**config.mk**
```make
export PLATFORM = sky130hd
export DESIGN_NAME = issueunit_int
export DESIGN_NICKNAME = d
export VERILOG_FILES = /design/src/rtl/issueunit_int.sv
export SDC_FILE = /design/constraint.sdc
export NUM_CORES = 1
export LEC_CHECK = 0
export ABC_CLOCK_PERIOD_IN_PS = 7800
export CAP_MARGIN = 10
export CORE_MARGIN = 2
export CORE_UTILIZATION = 64
export DETAILED_ROUTE_END_ITERATION = 6
export GPL_TIMING_DRIVEN = 1
export PLACE_DENSITY = 0.95
export SLEW_MARGIN = 10
export SYNTH_ARGS = -nofsm -noshare
export SYNTH_HDL_FRONTEND = slang
export SYNTH_SLANG_ARGS = --single-unit
```
**constraint.sdc**
```tcl
create_clock -name clk -period 7.8 [get_ports clk]
set_clock_uncertainty 0.05 [all_clocks]
set_input_delay 1.17 -clock clk [delete_from_list [all_inputs] [get_ports clk]]
set_output_delay 1.17 -clock clk [all_outputs]
set_load 0.02 [all_outputs]
```
**src/rtl/issueunit_int.sv**
```systemverilog
// +--------------------------------------------------------------------------+
// | issueunit_int: integer issue/execute unit with fixed-latency ALU and CDB  |
// | request/grant result hold.                        Revision: 1.0           |
// +--------------------------------------------------------------------------+
`default_nettype none

module issueunit_int #(
  parameter int EXEC_LAT = 1
) (
  input  logic        clk,
  input  logic        reset_n,
  input  logic [2:0]  issueint_opcode,
  input  logic [5:0]  issueint_rdtag,
  input  logic [31:0] issueint_rsdata,
  input  logic [31:0] issueint_rtdata,
  input  logic        issueint_ready,
  output logic        issueint_done,
  output logic        cdbint_req,
  output logic [5:0]  cdbint_tag,
  output logic [31:0] cdbint_data,
  input  logic        cdbint_grant,
  output logic        cdbint_valid,
  output logic        busy
);

  localparam logic [1:0] S_IDLE   = 2'd0;
  localparam logic [1:0] S_EXEC   = 2'd1;
  localparam logic [1:0] S_RESULT = 2'd2;
  localparam logic [3:0] LAT_M1   = 4'(EXEC_LAT - 1);

  logic [1:0]  state;
  logic [3:0]  cnt;
  logic [2:0]  op;
  logic [5:0]  rdtag_hold;
  logic [31:0] rs_val;
  logic [31:0] rt_val;
  logic [5:0]  tag;
  logic [31:0] result;
  logic [31:0] alu_out;
  logic        take;

  // done is gated by reset so the queue never shifts while the unit is held in reset
  assign issueint_done = reset_n & ((state == S_IDLE) | ((state == S_RESULT) & cdbint_grant));
  assign take          = issueint_done & issueint_ready;
  assign cdbint_req    = reset_n & (state == S_RESULT);
  assign cdbint_valid  = cdbint_req & cdbint_grant;
  assign cdbint_tag    = tag;
  assign cdbint_data   = result;
  assign busy          = (state != S_IDLE);

  always_comb begin
    alu_out = rs_val + rt_val;
    case (op)
      3'd0: alu_out = rs_val + rt_val;
      3'd1: alu_out = rs_val - rt_val;
      3'd2: alu_out = rs_val & rt_val;
      3'd3: alu_out = rs_val | rt_val;
      3'd4: alu_out = rs_val ^ rt_val;
      3'd5: alu_out = ($signed(rs_val) < $signed(rt_val)) ? 32'd1 : 32'd0;
      3'd6: alu_out = rt_val << rs_val[4:0];
      3'd7: alu_out = rt_val >> rs_val[4:0];
      default: alu_out = rs_val + rt_val;
    endcase
  end

  always_ff @(posedge clk or negedge reset_n) begin
    if (!reset_n) begin
      state      <= S_IDLE;
      cnt        <= 4'd0;
      op         <= 3'd0;
      rdtag_hold <= 6'd0;
      rs_val     <= 32'd0;
      rt_val     <= 32'd0;
      tag        <= 6'd0;
      result     <= 32'd0;
    end else begin
      if (take) begin
        op         <= issueint_opcode;
        rdtag_hold <= issueint_rdtag;
        rs_val     <= issueint_rsdata;
        rt_val     <= issueint_rtdata;
      end
      case (state)
        S_IDLE: begin
          if (take) begin
            state <= S_EXEC;
            cnt   <= LAT_M1;
          end
        end
        S_EXEC: begin
          if (cnt != 4'd0) begin
            cnt <= cnt - 4'd1;
          end else begin
            result <= alu_out;
            tag    <= rdtag_hold;
            state  <= S_RESULT;
          end
        end
        S_RESULT: begin
          // a grant frees the result slot; a simultaneous accept starts the next op
          if (cdbint_grant) begin
            if (take) begin
              state <= S_EXEC;
              cnt   <= LAT_M1;
            end else begin
              state <= S_IDLE;
            end
          end
        end
        default: state <= S_IDLE;
      endcase
    end
  end

endmodule

`default_nettype wire

```
==> impl_metrics.yaml <==
status:
  status: "finished clean"
grt:
  grt_max_degree: 77
  grt_usage_pct: 47.49
  grt_pass1_vias: 12550
  grt_pass1_wl_um: 73750
  grt_antenna_before_repair: 0
  overflow: 0
route:
  wl_met3_um: 7534
  drt_iter0_markers: 2362
  via_count: 13260
  routedWlPerCell_um: 27.12
  dr.pass1.iters: 7
  routed-wl-met2_um: 20820
  ant_nets: 0
  avgViaCountPerCell: 7.300
  drcViolationCount: 0
  wl_met1_um: 17880
  totalWireLength_um: 49250
  top_layer: "met4"
setup_path:
  slowest_stage: "o41ai_1"
  r2r_start: "rs_val[1]"
  arrival_ns: 5.07
  crit_chain: "buf_4 > inv_1 > buf_4 > ha_1 > a211oi_1 > o21bai_1 > o41ai_1 > nand2_1 > a41oi_1 > o21ai_0 > mux2i_1 > o31ai_1 > a31oi_1"
  rr_endpoint: "cdbint_data[31]"
  crit_top_cell: "buf_4"
  critPathCaptureType: "flip-flop"
  path_buf_inv: 3
  required_ns: 8.06
  crit_family: "compound AO/OA/AOI/OAI gates"
  rrSetupSlack_ns: 2.98
  worst-setup-path-type: "flip-flop to flip-flop"
  cpPeakStageDelay_ns: 0.69
  path_max_fanout: 60
  startpoint_type: "flip-flop"
  reg2reg_depth: 13
timing:
  rsz0062_at_grt: "no"
  fin_tns_setup_ns: 0
  max_freq_ghz: 0.2076
  fin_ws_ns: 2.983
  finalHoldViolations: 0
  setup_violations: 0
  layout_min_cycle_time_ns: 4.817
  final.period_utilization_pct: 61.76
  hold_ws_ns: 0.4272
  maxSlewHeadroom_pct: 26.70
  worst_slew_pin_slew_ns: 1.096
  maxSlewViolCount: 0
worst_hold_path:
  worstHoldStart: "rdtag_hold[5]"
  hold_end: "cdbint_tag[5]"
  whs_path_depth: 2
  hold_path.class: "flip-flop to flip-flop"
layout:
  layout.area.seq_um2: 2933
  diodes: 0
  finalCoreUtilization_pct: 74.26
  n_fill_cell: 1470
  nets: 1715
  multi_input_area_um2: 8861
  drive_gt1_share_pct: 13.60
  area_growth_pct: 14.21
clock_network:
  htreeDepth: 4
  cts_tree: "built"
  cts_resized: 0
  clk_path_buf_depth: 2
  post_cts_buffers: 0
  clock_sinks: 117
  root_buffer: "clkbuf_16"
  worstSkewPairLatency_ns: 0.44
  cts_made_buffers: 17
  clk_pin_slew_ns: 0.06
  ctsHoldBuffers: 0
placed_design:
  dp.final_hpwl_um: 34950
  port-buffer-count: 118
  place_ws_ns: 3.257
  gp_congestion: 1.069
floorplan:
  die_w_um: 144.4
  dieArea_um2: 20850
  pin_count: 119
  die_y_um: 144.4
  initial_core_util_pct: 65.02
  rows: 51
  coreArea_um2: 19400
synthesis:
  yosysWarnings: 0
  syn_nets: 1662
  synth_top_area_share_pct: 23.21
  ys_types: 82
  postSynthAreaPerCell_um2: 8.488
  synth_area_um2: 12610
  synthTopCellsByArea: "dfrtp_1, ha_1, mux4_2, mux2_2, a21oi_1"
  ys_ff_latch: 117
  yosysSeqAreaShare_pct: 23.21
  syn_inst: 1486
  synth_top_flop_cell: "dfrtp_1"
  yosys.area.top_type: "dfrtp_1"
  synth_edf_count: 0
  synthArstFlopShare_pct: 100.0
run:
  cap_violations: 0
[layout make-up]
type / instances / share of cell area [%]
Inverter: 101 / 2.632
Timing Repair Buffer: 139 / 9.276
Tap cell: 265 / 2.302
Sequential cell: 117 / 20.36
Clock inverter: 13 / 0.9381
Clock buffer: 18 / 2.979
Multi-Input combinational cell: 1163 / 61.51
[routing by layer]
layer,GRT usage (%),up-vias
met5,0,-
met2,69.54,1158
met3,16.49,277
li1,-,5630
met1,63.09,6192
met4,22.38,0
[logic make-up (layout without fill, tap and decap cells)]
kind of cell | after synthesis | after routing | synth area share [%]
buffers and inverters | 206 | 271 | 6.845
multiplexers | 179 | 179 | 20.36
adder cells (fa/ha/maj) | 99 | 99 | 9.939
XOR/XNOR | 15 | 15 | 1.042
AND/OR/NAND/NOR | 404 | 404 | 14.39
AO/OA/AOI/OAI | 466 | 466 | 24.21
flip-flops | 117 | 117 | 23.21
[synthesized netlist by cell type, types with 11 or more instances]
cell type and count:
nor3_1 33, a31oi_1 23, mux2i_1 45, a21oi_1 138, nand2_1 105, mux2_2 80
a221oi_1 21, o22ai_1 24, a21o_1 14, a211oi_1 16, buf_2 20, o211ai_1 19
nand4_1 11, nor2b_1 12, nand3_1 24, o21bai_1 12, xnor2_1 15, mux4_2 50
inv_1 95, ha_1 97, clkbuf_1 66, dfrtp_1 117, a22oi_1 18, o21ai_0 84
nor2_1 157
[worst max path at each step]
stage | endpoint | depth (start not counted) | slack, ns | from
after floorplan | cdbint_data[31] | 15 | 4.02 | rs_val[2]
after global routing | cdbint_data[31] | 13 | 2.85 | rs_val[1]
final | cdbint_data[31] | 13 | 2.98 | rs_val[1]
after global placement | cdbint_data[31] | 13 | 3.39 | rs_val[1]
after detailed placement | cdbint_data[31] | 13 | 3.26 | rs_val[1]
after CTS | cdbint_data[31] | 13 | 3.22 | rs_val[1]
[metrics by stage]
stage | cells | area, um2
global placement | 1785 | 13840
global route | 1816 | 14410
detailed placement | 1785 | 13840
floorplan | 1486 | 12610
finish | 1816 | 14410
CTS | 1816 | 14410
[tightest hold or removal path, cell delays in order, from the launching register on]
cell     delay, ns
dfrtp_1       0.34
nand2_1       0.06
nand2_1       0.05
[state kept, by name, indices dropped and copies added (netlist names)]
register     cells
cdbint_data     32
rs_val          32
rt_val          32
cdbint_tag       6
rdtag_hold       6
cnt              4
op               3
state            2
[layout by cell type (no fill, tap or decap), types with 30 or more instances in the layout]
cell / instances
dfrtp_1: 115
inv_1: 94
mux4_2: 50
o21ai_0: 84
clkdlybuf4s50_1: 117
mux2i_1: 45
mux2_2: 80
nor3_1: 30
nand2_1: 104
ha_1: 97
a21oi_1: 138
nor2_1: 157
Power is left out: the tool's default activity adds up to more than one toggle a clock period on the data nets, which glitch-free logic cannot reach.
